`config.mk`:
```
export PLATFORM = sky130hd
export DESIGN_NAME = trap_controller
export DESIGN_NICKNAME = d
export VERILOG_FILES = /design/src/rtl/priv_pkg.sv /design/src/rtl/trap_cause_select.sv /design/src/rtl/trap_controller.sv
export SDC_FILE = /design/constraint.sdc
export NUM_CORES = 1
export LEC_CHECK = 0
export BUFFER_PORTS_ARGS = -buffer_cell sky130_fd_sc_hd__clkbuf_2
export CAP_MARGIN = 0
export CORE_ASPECT_RATIO = 0.75
export CORE_MARGIN = 4
export CORE_UTILIZATION = 43
export DETAILED_ROUTE_END_ITERATION = 6
export PLACE_DENSITY = 0.77
export SLEW_MARGIN = 20
export SYNTH_ARGS = -nofsm -noshare
export SYNTH_HDL_FRONTEND = slang
export SYNTH_HIERARCHICAL = 1
export SYNTH_SLANG_ARGS = --single-unit
```
`constraint.sdc`:
```
create_clock -name clock -period 2.9 [get_ports clock]
set_clock_uncertainty 0.15 [all_clocks]
set_input_delay 0.58 -clock clock [delete_from_list [all_inputs] [get_ports clock]]
set_output_delay 0.58 -clock clock [all_outputs]
set_load 0.05 [all_outputs]
```
`src/rtl/priv_pkg.sv`:
```
// Shared privilege, cause, trap-vector and FSM definitions for the trap path.
package priv_pkg;

   // Privilege level encodings
   localparam logic [1:0] PRIV_USER       = 2'b00;
   localparam logic [1:0] PRIV_SUPERVISOR = 2'b01;
   localparam logic [1:0] PRIV_MACHINE    = 2'b11;

   // Exception cause codes
   localparam logic [3:0] CAUSE_ECALL_U = 4'd8;
   localparam logic [3:0] CAUSE_ECALL_S = 4'd9;
   localparam logic [3:0] CAUSE_ECALL_M = 4'd11;
   localparam logic [3:0] CAUSE_INST_PF = 4'd12;
   localparam logic [3:0] CAUSE_LOAD_PF = 4'd13;

   // Interrupt cause codes (interrupt bit is added on top of these)
   localparam logic [3:0] INTR_M_CODE = 4'd11;
   localparam logic [3:0] INTR_S_CODE = 4'd9;

   // tvec mode field, held in bits [1:0] of mtvec/stvec
   localparam logic [1:0] TVEC_MODE_DIRECT   = 2'b00;
   localparam logic [1:0] TVEC_MODE_VECTORED = 2'b01;
   localparam logic [1:0] TVEC_MODE_MASK     = 2'b11;

   typedef enum logic [1:0] {
      ST_IDLE,
      ST_FLUSH,
      ST_REDIRECT
   } trap_state_e;

endpackage

```
`src/rtl/trap_cause_select.sv`:
```
// Picks the trap to take this cycle: exception over xRET over interrupt
// (machine before supervisor), and decides delegation to S-mode.
module trap_cause_select
   import priv_pkg::*;
(
   input  logic        exception_i,
   input  logic [3:0]  exception_code_i,
   input  logic        m_ret_i,
   input  logic        s_ret_i,
   input  logic        mip_m_i,
   input  logic        mip_s_i,
   input  logic [15:0] medeleg_i,
   input  logic        mideleg_s_i,
   input  logic [1:0]  priv_i,
   input  logic        mie_i,
   input  logic        sie_i,
   output logic        take_o,
   output logic        is_intr_o,
   output logic        to_s_o,
   output logic [4:0]  cause_o
);

   logic m_intr_en;
   logic s_intr_en;

   // M interrupts are masked only while running in M with MIE clear.
   assign m_intr_en = (priv_i != PRIV_MACHINE) || mie_i;
   // An undelegated S interrupt follows the M-mode enable rule.
   assign s_intr_en = mideleg_s_i
                    ? ((priv_i == PRIV_USER) || ((priv_i == PRIV_SUPERVISOR) && sie_i))
                    : m_intr_en;

   // Priority resolution and delegation decision
   always_comb begin
      // NOTE: every output gets a default before the if-chain, otherwise an
      // unassigned path would infer a latch.
      take_o    = 1'b0;
      is_intr_o = 1'b0;
      to_s_o    = 1'b0;
      cause_o   = '0;
      if (exception_i) begin
         take_o  = 1'b1;
         cause_o = {1'b0, exception_code_i};
         to_s_o  = (priv_i != PRIV_MACHINE) && medeleg_i[exception_code_i];
      end else if (!m_ret_i && !s_ret_i) begin
         if (mip_m_i && m_intr_en) begin
            take_o    = 1'b1;
            is_intr_o = 1'b1;
            cause_o   = {1'b1, INTR_M_CODE};
         end else if (mip_s_i && s_intr_en) begin
            take_o    = 1'b1;
            is_intr_o = 1'b1;
            cause_o   = {1'b1, INTR_S_CODE};
            to_s_o    = mideleg_s_i;
         end
      end
   end

endmodule

```
`src/rtl/trap_controller.sv`:
```
// Commits trap/xRET architectural state and sequences flush -> redirect.
// Optional build macro VECTORED_INTR_EN: vectored interrupt targets when a
// tvec mode field is 2'b01; without it every trap goes to the tvec base.
module trap_controller
   import priv_pkg::*;
#(
   parameter int ADDRESS_BITS = 20,
   parameter int FLUSH_CYCLES = 2,
   parameter int CORE         = 0
) (
   input  logic                    clock,
   input  logic                    reset,
   input  logic                    exception_memory_receive,
   input  logic [3:0]              exception_code_memory_receive,
   input  logic [ADDRESS_BITS-1:0] inst_PC_memory_receive,
   input  logic                    m_ret_memory_receive,
   input  logic                    s_ret_memory_receive,
   input  logic                    mip_m,
   input  logic                    mip_s,
   input  logic [15:0]             medeleg,
   input  logic                    mideleg_s,
   input  logic [ADDRESS_BITS-1:0] mtvec,
   input  logic [ADDRESS_BITS-1:0] stvec,
   output logic [1:0]              priv,
   output logic                    flush,
   output logic                    trap_branch,
   output logic                    intr_branch,
   output logic [ADDRESS_BITS-1:0] trap_target,
   output logic [ADDRESS_BITS-1:0] mepc,
   output logic [ADDRESS_BITS-1:0] sepc,
   output logic [4:0]              mcause,
   output logic [4:0]              scause,
   output logic [5:0]              mstatus_bits,
   output logic                    sie
);

   localparam int CNT_W = (FLUSH_CYCLES > 1) ? $clog2(FLUSH_CYCLES) : 1;
   localparam logic [CNT_W-1:0] CNT_LOAD = CNT_W'(FLUSH_CYCLES - 1);
   localparam logic [ADDRESS_BITS-1:0] MODE_MASK = ADDRESS_BITS'(TVEC_MODE_MASK);

   if (FLUSH_CYCLES < 1 || CORE < 0) begin : g_param_check
      $error("trap_controller core %0d: FLUSH_CYCLES must be >= 1", CORE);
   end

   trap_state_e             state_q, state_d;
   logic [CNT_W-1:0]        cnt_q, cnt_d;
   logic [1:0]              priv_q, priv_d;
   logic [ADDRESS_BITS-1:0] mepc_q, mepc_d, sepc_q, sepc_d;
   logic [4:0]              mcause_q, mcause_d, scause_q, scause_d;
   logic                    mie_q, mie_d, sie_q, sie_d;
   logic                    mpie_q, mpie_d, spie_q, spie_d;
   logic [1:0]              mpp_q, mpp_d;
   logic                    spp_q, spp_d;
   logic                    intr_q, intr_d;
   logic [ADDRESS_BITS-1:0] target_q, target_d;

   logic                    take, is_intr, to_s;
   logic [4:0]              cause;
   logic [ADDRESS_BITS-1:0] tvec_sel, vec_base, trap_vec;

   trap_cause_select u_cause_select (
      .exception_i      (exception_memory_receive),
      .exception_code_i (exception_code_memory_receive),
      .m_ret_i          (m_ret_memory_receive),
      .s_ret_i          (s_ret_memory_receive),
      .mip_m_i          (mip_m),
      .mip_s_i          (mip_s),
      .medeleg_i        (medeleg),
      .mideleg_s_i      (mideleg_s),
      .priv_i           (priv_q),
      .mie_i            (mie_q),
      .sie_i            (sie_q),
      .take_o           (take),
      .is_intr_o        (is_intr),
      .to_s_o           (to_s),
      .cause_o          (cause)
   );

   assign tvec_sel = to_s ? stvec : mtvec;
   assign vec_base = tvec_sel & ~MODE_MASK;
`ifdef VECTORED_INTR_EN
   logic [ADDRESS_BITS-1:0] vec_offset;
   assign vec_offset = ADDRESS_BITS'({cause[3:0], 2'b00});
   assign trap_vec   = (is_intr && (tvec_sel[1:0] == TVEC_MODE_VECTORED))
                     ? vec_base + vec_offset : vec_base;
`else
   assign trap_vec   = vec_base;
`endif

   // Next-state logic: event commit in IDLE, flush countdown, redirect strobe
   always_comb begin
      state_d     = state_q;
      cnt_d       = cnt_q;
      priv_d      = priv_q;
      mepc_d      = mepc_q;
      sepc_d      = sepc_q;
      mcause_d    = mcause_q;
      scause_d    = scause_q;
      mie_d       = mie_q;
      sie_d       = sie_q;
      mpie_d      = mpie_q;
      spie_d      = spie_q;
      mpp_d       = mpp_q;
      spp_d       = spp_q;
      intr_d      = intr_q;
      target_d    = target_q;
      flush       = 1'b0;
      trap_branch = 1'b0;
      intr_branch = 1'b0;
      case (state_q)
         ST_IDLE: begin
            if (take) begin
               state_d  = ST_FLUSH;
               cnt_d    = CNT_LOAD;
               intr_d   = is_intr;
               target_d = trap_vec;
               if (to_s) begin
                  sepc_d   = inst_PC_memory_receive;
                  scause_d = cause;
                  spp_d    = priv_q[0];
                  spie_d   = sie_q;
                  sie_d    = 1'b0;
                  priv_d   = PRIV_SUPERVISOR;
               end else begin
                  mepc_d   = inst_PC_memory_receive;
                  mcause_d = cause;
                  mpp_d    = priv_q;
                  mpie_d   = mie_q;
                  mie_d    = 1'b0;
                  priv_d   = PRIV_MACHINE;
               end
            end else if (m_ret_memory_receive) begin
               state_d  = ST_FLUSH;
               cnt_d    = CNT_LOAD;
               intr_d   = 1'b0;
               target_d = mepc_q;
               priv_d   = mpp_q;
               mie_d    = mpie_q;
               mpie_d   = 1'b1;
               mpp_d    = PRIV_USER;
            end else if (s_ret_memory_receive) begin
               state_d  = ST_FLUSH;
               cnt_d    = CNT_LOAD;
               intr_d   = 1'b0;
               target_d = sepc_q;
               priv_d   = {1'b0, spp_q};
               sie_d    = spie_q;
               spie_d   = 1'b1;
               spp_d    = 1'b0;
            end
         end
         ST_FLUSH: begin
            flush = 1'b1;
            if (cnt_q == '0) begin
               state_d = ST_REDIRECT;
            end else begin
               cnt_d = cnt_q - CNT_W'(1);
            end
         end
         ST_REDIRECT: begin
            trap_branch = !intr_q;
            intr_branch = intr_q;
            state_d     = ST_IDLE;
         end
         default: state_d = ST_IDLE;
      endcase
   end

   // State registers with synchronous reset
   always_ff @(posedge clock) begin
      // NOTE: sequential state uses non-blocking assignments so every
      // register samples the pre-edge values of the others.
      if (reset) begin
         state_q  <= ST_IDLE;
         cnt_q    <= '0;
         priv_q   <= PRIV_MACHINE;
         mepc_q   <= '0;
         sepc_q   <= '0;
         mcause_q <= '0;
         scause_q <= '0;
         mie_q    <= 1'b0;
         sie_q    <= 1'b0;
         mpie_q   <= 1'b0;
         spie_q   <= 1'b0;
         mpp_q    <= PRIV_USER;
         spp_q    <= 1'b0;
         intr_q   <= 1'b0;
         target_q <= '0;
      end else begin
         state_q  <= state_d;
         cnt_q    <= cnt_d;
         priv_q   <= priv_d;
         mepc_q   <= mepc_d;
         sepc_q   <= sepc_d;
         mcause_q <= mcause_d;
         scause_q <= scause_d;
         mie_q    <= mie_d;
         sie_q    <= sie_d;
         mpie_q   <= mpie_d;
         spie_q   <= spie_d;
         mpp_q    <= mpp_d;
         spp_q    <= spp_d;
         intr_q   <= intr_d;
         target_q <= target_d;
      end
   end

   assign priv         = priv_q;
   assign trap_target  = target_q;
   assign mepc         = mepc_q;
   assign sepc         = sepc_q;
   assign mcause       = mcause_q;
   assign scause       = scause_q;
   assign mstatus_bits = {mpp_q, spp_q, mpie_q, spie_q, mie_q};
   assign sie          = sie_q;

endmodule

```
-- Yosys cells after proc, flatten, opt, wreduce, memory -nomap -nowiden
Index checks and enable logic that the tools add are counted.
- add/subtract/negate cells: 1
- order comparisons: 1
- equal/unequal tests: 9
- multiplexer cells: 59
- bitwise logic cells: 1
- reduce and logical (&&, ||, !) cells: 23
- operators by type and width (cell ; number):
    $mux W20 ; 4
    $mux W1 ; 37
    $mux W2 ; 11
    $mux W5 ; 4
    $reduce_and A3 Y1 ; 3
    $ne A2 B2 Y1 const B ; 3
    $reduce_and A2 Y1 ; 3
    $reduce_bool A2 Y1 ; 3
    $logic_and A1 B1 Y1 ; 5
    $lt A4 B5 Y1 const B ; 1
    $bmux W1 S4 ; 1
    $eq A2 B1 Y1 const B ; 2
    $logic_not A2 Y1 ; 2
    $ne A2 B1 Y1 const B ; 2
    $ne A4 B4 Y1 const B ; 1
    $pmux W2 S2 ; 1
    $reduce_and A4 Y1 ; 1
    $logic_not A1 Y1 ; 3
    $reduce_bool A3 Y1 ; 1
    $eq A2 B2 Y1 const B ; 1
    $logic_or A1 B1 Y1 ; 2
    $pmux W1 S2 ; 1
    $not A1 Y1 ; 1
    $sub A1 B1 Y1 const B ; 1
- register bits: 83
- input bits: 88
- word-level logic and storage cells: 109

-- Longest topological paths before layout
Gate-level depths: netlist of run 1.
- depth in word-level cells: 11
- gate-level depth with buffers: 11

-- Modules after synthesis
Netlist of run 1, hierarchy kept.
- by module, submodules not included (module ; instances ; cells each ; area each (um2) ; sequential area each (um2)):
    trap_controller ; 1 ; 406 ; 3623.5 ; 1661.6
    trap_cause_select ; 1 ; 32 ; 262.8 ; 0.0

-- Least setup slack after synthesis of run 1
No wires, ideal clock.
- path type: input port to flip-flop
- start: input port exception_code_memory_receive[0]
- end: register mepc_q[0] (netlist: mepc[0])
- library setup time: 132 ps
- arrival time: 2589 ps
- data required time: 2618 ps
- setup slack: 29 ps
- stages: 10
- buffers on the path: 3
- path through: mux4_1 > mux2_2 > nand4_1 > o311ai_1 > buf_2 > or4b_1 > clkbuf_1 > buf_2 > nand2_1 > a21oi_1
- word-level cells in the longest chain between the ends: 6
- RTL lines (element ; line ; RTL):
    start, declared ; trap_controller.sv:14 ; input logic [3:0] exception_code_memory_receive,
    $bmux W1 S4 ; trap_cause_select.sv:44 ; to_s_o = (priv_i != PRIV_MACHINE) && medeleg_i[exception_code_i];
    $mux W1 (not written as such) ; trap_cause_select.sv:44 ;
    $logic_and A1 B1 Y1 ; trap_cause_select.sv:44 ;
    $mux W1 ; trap_cause_select.sv:41 ; if (exception_i) begin
    via to_s ; trap_controller.sv:57 ; logic take, is_intr, to_s;
    $not A1 Y1 (no source line) ; - ;
    $reduce_and A3 Y1 (no source line) ; - ;
    end signal, assigned ; trap_controller.sv:193 ; mepc_q <= mepc_d;
    end, declared ; trap_controller.sv:48 ; logic [ADDRESS_BITS-1:0] mepc_q, mepc_d, sepc_q, sepc_d;
The timed path passes the listed nets, and every way through them passes these cells. The select of a mux whose other input is x is not followed.
A chain may end at the register's enable or synchronous reset.

-- Worst setup path after layout of run 1
- start: register priv_q[0] (netlist: priv[0])
- end: register spie_q
- word-level cells in the longest chain between the ends: 11
- RTL lines (element ; line ; RTL):
    start, declared ; trap_controller.sv:47 ; logic [1:0] priv_q, priv_d;
    start signal, assigned ; trap_controller.sv:192 ; priv_q <= priv_d;
    $eq A2 B1 Y1 ; trap_cause_select.sv:30 ; ? ((priv_i == PRIV_USER) || ((priv_i == PRIV_SUPERVISOR) && sie_i))
    $logic_and A1 B1 Y1 ; trap_cause_select.sv:30 ;
    $logic_or A1 B1 Y1 ; trap_cause_select.sv:30 ;
    $mux W1 ; trap_cause_select.sv:30 ;
    $logic_and A1 B1 Y1 ; trap_cause_select.sv:50 ; end else if (mip_s_i && s_intr_en) begin
    $mux W1 ; trap_cause_select.sv:50 ;
    $mux W1 * ; trap_cause_select.sv:46 ; if (mip_m_i && m_intr_en) begin
    $mux W1 * ; trap_cause_select.sv:45 ; end else if (!m_ret_i && !s_ret_i) begin
    $mux W1 * ; trap_cause_select.sv:41 ;
    via take ; trap_controller.sv:57 ;
    $ne A2 B1 Y1 (no source line) / $reduce_bool A2 Y1 (equally long branches) ; - ;
    $reduce_and A4 Y1 (no source line) ; - ;
    end signal, assigned ; trap_controller.sv:200 ; spie_q <= spie_d;
    end, declared ; trap_controller.sv:51 ; logic mpie_q, mpie_d, spie_q, spie_d;
The timed path passes the listed nets; every way through them passes the cells marked *.

==> results of run 1 <==
==> Yosys cell counts (2+ instances only) <==
library cell  instances  area, sq um
buf_4                 5         37.5
inv_1                 6         22.5
and2_1                4         25.0
clkbuf_1              9         33.8
buf_2                20          100
nand2_1             109          409
a21oi_1              63          315
o21ai_0               7         35.0
o31ai_1               3         22.5
nand3_1               5         25.0
nor3_1                4         20.0
nor2_1                3         11.3
mux2i_1              58          581
nor3b_1               2         15.0
mux4_1                3         78.8
a22o_1               19          166
nor2b_1               5         31.3
buf_6                 2         22.5
dfxtp_1              83         1660
o211ai_1              3         22.5
or4_1                 2         15.0
==> kinds of logic after synthesis <==
family                 Yosys count  share of synthesized area, %
AO/OA/AOI/OAI                  105                          16.9
buffers and inverters           42                          5.57
flip-flops                      83                          42.8
multiplexers                    62                          17.3
AND/OR/NAND/NOR                146                          17.5
==> worst max-delay path: stages, from the launching register on <==
cell and delay [ps]:
dfxtp_1 460, nand2_1 150, o21a_1 210, a31o_2 240, a21oi_1 220, inv_1 160
buf_4 190, or3b_2 460, a21oi_1 250, o221a_1 220
==> final cells by class <==
class,instances,area [sq um]
inverters,6,22.5
flip-flops and latches,83,1660
fillers,770,3460
well taps,108,135
repair buffers,189,1030
multi-input cells,313,2040
clock buffers,11,243
clock inverters,3,40.0
==> how the worst min path moves through the flow <==
stage / from / endpoint / cells after the start
after floorplan: cnt_q$_SDFFE_PP0P_ / state_q[1]$_SDFFE_PP0P_ / 1
after global routing: mcause[1]$_SDFFE_PP0P_ / mcause[1]$_SDFFE_PP0P_ / 2
after global placement: cnt_q$_SDFFE_PP0P_ / state_q[1]$_SDFFE_PP0P_ / 1
after detailed placement: cnt_q$_SDFFE_PP0P_ / state_q[1]$_SDFFE_PP0P_ / 1
after CTS: scause[3]$_SDFFE_PP0P_ / scause[3]$_SDFFE_PP0P_ / 2
final: mcause[1]$_SDFFE_PP0P_ / mcause[1]$_SDFFE_PP0P_ / 2
==> flip-flops by register name, indices dropped and copies added (netlist names) <==
| register | cells |
|---|---|
| spie_q | 1 |
| scause | 5 |
| sepc | 20 |
| trap_target | 20 |
| state_q | 2 |
| mepc | 20 |
| mie_q | 1 |
| priv | 2 |
| sie | 1 |
| mpp_q | 2 |
| intr_q | 1 |
| spp_q | 1 |
| mpie_q | 1 |
| cnt_q | 1 |
| mcause | 5 |
==> stage by stage <==
| step | instances | hold slack, ps | setup TNS (ps) |
|---|---|---|---|
| final | 713 | 306 | 0 |
| after global routing | 713 | 336 | 0 |
| after CTS | 713 | 308 | 0 |
| after detailed placement | 699 | 300 | -4430 |
| after global placement | 699 | 290 | -2810 |
| after floorplan | 438 | 272 | 0 |
==> per-layer routing <==
metal	global-route usage, %	share of wire (%)	up-vias
met4	5.66	0.86	0
met2	35.3	46	184
li1	-	-	1865
met3	6.83	8.4	10
met1	29.0	45	1828
met5	0	0	-
==> timing repair <==
action,in CTS,in global routing
gates resized for setup,0,1
endpoints found under the setup margin,0,2
setup buffers,0,0
==> power by group through the flow <==
stage               sequential [mW]  clock, mW  combinational (mW)
CTS                            1.29       1.12               0.867
global placement               1.31          0               0.848
global route                   1.30       1.16               0.924
finish                         1.29       1.09               0.866
detailed placement             1.32          0               0.864
floorplan                      1.55          0               0.366
==> summary.md, run 1 <==
| Metric | Value |
|---|---|
| Status | complete, no violations |
| Async S/R FF share, synth | 0% |
| ANT cells | 0 |
| Clock root cell | clkbuf_16 |
| Max rail drop VDD | 0.000422 V |
| First-pass GRT wire length | between 15000 and 20000 microns |
| Vias in the first global route | between 3k and 4k |
| Reg2reg setup slack | between 100 and 150 ps |
| Most common cell after layout, fill and taps aside | clkbuf_2 |
| Maximum clock path buffer count | 2 |
| Crit path DAT | 2890 ps |
| Port bufs | approximately 170 |
| Tot Pwr | 3.25 mW |
| Crit start category | register |
| Initial Util | between 40% and 50% |
| PwrDens | 629 nW/um^2 |
| Largest net degree at the start of global routing | 34 |
| Worst slew pin tran | 857 ps |
| Via density | 5.45 |
| Unique cell type count in the Yosys netlist | 44 |
| Switching Share | 33.1% |
| Layout cells sized above 1 | 35.2% |
| CTS Buf Count | 9 |
| Critical Path RT | between 3000 and 4000 ps |
| Die W | 118 microns |
| Most frequent cells in the layout | 165 x clkbuf_2, 109 x nand2_1, 82 x dfxtp_1 |
| WL/cell | 16.7 microns |
| Comb power frac | 26.6% |
| TritonCTS clock tree | yes |
| Total Nets Final | 690 |
| GR Overflow Total | 0 |
| Static Leak | 2.39 nW |
| Antenna viol nets, final | 0 |
| Core ar. | 8640 sq um |
| Row count | 29 |
| Crit path kind | reg2reg |
| Hold Path Class | reg2reg |
| H-tree depth | 3 |
| Fin worst setup slack | between 100 and 150 ps |
| Reg2Reg Depth | 9 |
| Post-Route WL | 11900 microns |
| Cell area after synthesis | 3890 sq um |
| Psw | 1.08 mW |
| Crit-path max FO | 8 |
| Pint | ~2.2 mW |
| Worst R2R End | spie_q$_SDFFE_PP0P_ |
| Seq pwr share | 39.8% |
| Layout area overhead | 33.2% |
| EDFF count, synth | 0 |
| Slew margin rel. | 42.8% |
| Cells after Synth | 438 |
| Critical Path Start | priv[0]$_SDFFE_PP1P_ |
| Clock share of power | 33.6% |
| Final estimated routing congestion in global placement | 0.827 |
| Via count | about 3.9k |
| Clock Latency Late Sink | 320 ps |
| Synthesized area per cell | 8.87 sq um |
| Overall routing resource usage | around 22% |
| Tcrit/Tclk final | 95.7% |
| Total iterations of the first detailed-routing run | 5 |
| Worst r2r src | priv[0]$_SDFFE_PP1P_ |
| CP Capture Type | register |
| Clk sinks | 83 |
| CP endpoint | spie_q$_SDFFE_PP0P_ |
| Drt initial violations | 205 |
| YS warnings | 6 |
| Final setup fails | 0 |
| CTS Hold Bufs | 0 |
| DRC | 0 |
| Final Util | around 60% |
| Post-DP HPWL | 8870 microns |
| Die Height | 90.3 microns |
| Top FF cell, synth | dfxtp_1 |
| Sequential-to-total area share from yosys stat | a little over two fifths |
| Reg clk slew, reported paths | 60 ps |
| Pins over their slew limit | 0 |
| Dpl ws | -163 ps |
| Number of synthesized register bits | 83 |
| Syn_nets | 526 |
| Max_cap viols | 0 |
| DP Area | 4890 sq um |
| Upper clock frequency limit | 0.360 GHz |
| Design Area, Final | 5170 sq um |
| Antenna violations before repair | 0 |
| Fin. Hold Viols | 0 |
| Post-layout minimum cycle time | 2780 ps |
| Io pins | 170 |
| RSZ-0062 raised after global routing | false |
| Die ar. | 10600 sq um |
Note: power is estimated with default switching activity, not from simulation.
==> run 2: changes to the inputs <==
--- a/config.mk
+++ b/config.mk
@@ -5,13 +5,14 @@
 export SDC_FILE = /design/constraint.sdc
 export NUM_CORES = 1
 export LEC_CHECK = 0
+export ABC_AREA = 1
 export BUFFER_PORTS_ARGS = -buffer_cell sky130_fd_sc_hd__clkbuf_2
 export CAP_MARGIN = 0
 export CORE_ASPECT_RATIO = 0.75
 export CORE_MARGIN = 4
-export CORE_UTILIZATION = 43
+export CORE_UTILIZATION = 44
 export DETAILED_ROUTE_END_ITERATION = 6
-export PLACE_DENSITY = 0.77
+export PLACE_DENSITY = 0.76
 export SLEW_MARGIN = 20
 export SYNTH_ARGS = -nofsm -noshare
 export SYNTH_HDL_FRONTEND = slang
==> summary.md, run 2 <==
| Metric | Value |
|---|---|
| Number of synthesized register bits | 83 (unchanged) |
| GR Util met1 | 32.8% (+3.9 points) |
| Die Height | 93.4 microns (+3.4%) |
| Post-DP HPWL | 9420 microns (+6.2%) |
| Core ar. | 9270 sq um (+7.4%) |
| Reg2Reg Depth | 11 (+2) |
| Sequential-to-total area share from yosys stat | 38.8% (-4.0 points) |
| DP Area | 5150 sq um (+5.2%) |
| Reg area | 1660 sq um (about the same) |
| Worst slew pin tran | 526 ps (-330 ps) |
| Count leader, synth | nand2_1 |
| Row count | 30 (+3.4%) |
| Clk sinks | 83 (unchanged) |
| Drt initial violations | 357 (+74%) |
| Static Leak | 3.10 nW (+30%) |
| Worst-path cell chain | nand2_1 -> or3_1 -> nand2_1 -> nand2_2 -> nand2_1 -> nand2_1 -> nand2_4 -> nor2_8 -> inv_2 -> nor2_1 -> nor2_1 |
| Total Nets Final | 932 (+35%) |
| Post-Route WL | 12900 microns (+8.6%) |
| Die W | 122 microns (+3.5%) |
| Maximum clock path buffer count | 2 (unchanged) |
| Upper clock frequency limit | 0.395 GHz (+9.6%) |
| Placed cell count | 961 (+37%) |
| Most common cell on crit path | nand2_1 |
| CP Capture Type | register |
| Crit-path max FO | 25 (+17) |
| Proportion of netlist area held by the largest area contributor | 38.8% (-4.0 points) |
| Leading area contributor after synthesis | dfxtp_1 |
| Final std cells w/o fill | 977 (+37%) |
| Status | complete, no violations |
| Unique cell type count in the Yosys netlist | 30 (-32%) |
| Synthesized area per cell | 6.18 sq um (-30%) |
| Tcrit/Tclk final | 87.3% (-8.4 points) |
| Most instantiated cells after synthesis | 261 x nand2_1, 151 x nor2_1, 83 x dfxtp_1, 44 x inv_1, 40 x o21ai_1 |
| Final setup fails | 0 (unchanged) |
| Crit path DAT | 2650 ps (-240 ps) |
| ANT cells | 0 (unchanged) |
| Tot Pwr | 3.79 mW (+16%) |
| Hold Path Class | reg2reg |
| Cell area after synthesis | 4280 sq um (+10%) |
| Largest net degree at the start of global routing | 44 (+29%) |
| Dpl ws | 237 ps (+400 ps) |
| Initial Util | 46.2% (+1.2 points) |
| First-pass GRT wire length | 20400 microns (+5.7%) |
| Design Area, Final | 5480 sq um (+5.8%) |
| Layout area overhead | 27.8% |
| Sum of negative setup slack | 0 ps (unchanged) |
| Antenna violations before repair | 0 (unchanged) |
| Cells after Synth | 693 (+58%) |
| Final Util | 59.1% (-0.87 points) |
| Post-CTS sizing | 0 (unchanged) |
| CP max stage delay | 520 ps (+60 ps) |
| Fin. Hold Viols | 0 (unchanged) |
| RSZ-0062 raised after global routing | false |
| Via density | 4.68 (-14%) |
| Hold Path Depth | 1 (-1) |
| Layout cells sized above 1 | 25.7% (-9.5 points) |
| Pins over their slew limit | 0 (unchanged) |
| YS warnings | 6 (unchanged) |
| Overall routing resource usage | 22.6% (+0.62 points) |
| Max_cap viols | 0 (unchanged) |
| H-tree depth | 3 (unchanged) |
| Clock Latency Late Sink | 340 ps (+20 ps) |
| Vias in the first global route | 4037 (+3.0%) |
| Die ar. | 11400 sq um (+7.1%) |
| CTS Buf Count | 9 (unchanged) |
| GR Util met3 | 6.05% (-0.78 points) |
| Async S/R FF share, synth | 0% (unchanged) |
| Syn_nets | 781 (+48%) |
| Multi-input gate area | 2180 sq um (+7.0%) |
| GR Overflow Total | 0 (unchanged) |
| Fin worst setup slack | 369 ps (+244 ps) |
| Top FF cell, synth | dfxtp_1 |
| Post-layout minimum cycle time | 2530 ps (-244 ps) |
| Most area-consuming cells after synthesis | dfxtp_1 39%, nand2_1 23%, nor2_1 13% |
| Slew margin rel. | 64.9% (+22 points) |
| Reg clk slew, reported paths | 60 ps (about the same) |
| Io pins | 170 (unchanged) |
| Critical Path RT | 3020 ps (about the same) |
| WL/cell | 13.2 microns (-21%) |
| Filler Cell Count | 918 (+19%) |
| Crit start category | register |
| Port bufs | 165 (unchanged) |
| Final estimated routing congestion in global placement | 0.900 (+8.9%) |
| Antenna viol nets, final | 0 (unchanged) |
| CP max-delay cell | dfxtp_1 |
| Clock root cell | clkbuf_16 |
| CTS Hold Bufs | 0 (unchanged) |
| Total iterations of the first detailed-routing run | 5 (unchanged) |
| DRC | 0 (unchanged) |
| TritonCTS clock tree | yes |
| Most common cell after layout, fill and taps aside | nand2_1 |
| WHS | 309 ps (+2.44 ps) |
| GR Util met2 | 32.5% (-2.8 points) |
| EDFF count, synth | 0 (unchanged) |
| Postcts setup bufs | 0 (unchanged) |
| PwrDens | 692 nW/um^2 (+10%) |
| Via count | 4568 (+18%) |
| Crit path kind | reg2reg |
| Gr busiest metal | met1 |
| Max rail drop VDD | 0.000528 V (+25%) |
| Most frequent cells in the layout | 261 x nand2_1, 165 x clkbuf_2, 151 x nor2_1 |
run 2: metal layers:
| layer | up-vias | routed length [microns] |
|---|---|---|
| li1 | 2418 | - |
| met3 | 16 | 1010 |
| met4 | 0 | 190 |
| met1 | 1974 | 6310 |
| met5 | - | 0 |
| met2 | 160 | 5400 |
run 2: worst paths after layout:
check,start,to,slack (ps)
max reg2reg,priv[0]$_SDFFE_PP1P_,mepc[12]$_SDFFE_PP0P_,370
min,cnt_q$_SDFFE_PP0P_,state_q[1]$_SDFFE_PP0P_,310
min reg2reg,cnt_q$_SDFFE_PP0P_,state_q[1]$_SDFFE_PP0P_,310
max,priv[0]$_SDFFE_PP1P_,mepc[12]$_SDFFE_PP0P_,370
run 2: worst max-delay path, delay by kind of cell (launching register included):
family                 cells  cell delay [ps]
and+or+nand+nor           10             1420
DFF                        1              520
buffers and inverters      1              380
run 2: report_power, final:
part	internal, mW	switching (mW)	total, mW
logic	0.309	0.877	1.19
clock network	0.796	0.450	1.25
registers	1.27	0.0901	1.36
run 2: layout make-up:
type / count / area share (%)
Clock buffer: 11 / 4.62
Multi-Input combinational cell: 520 / 39.9
Clock inverter: 5 / 1.37
Timing Repair Buffer: 177 / 17.2
Sequential cell: 83 / 30.3
Inverter: 53 / 3.68
Tap cell: 128 / 2.93
run 2: cells by family (layout without fill, tap and decap cells):
logic type             count (synthesis)  in the layout  share of synthesized area, %
AOI/OAI and AO/OA                     71             71                          9.03
buffers and inverters                 90            246                          10.2
DFF                                   83             83                          38.8
and+or+nand+nor                      449            449                          42.0
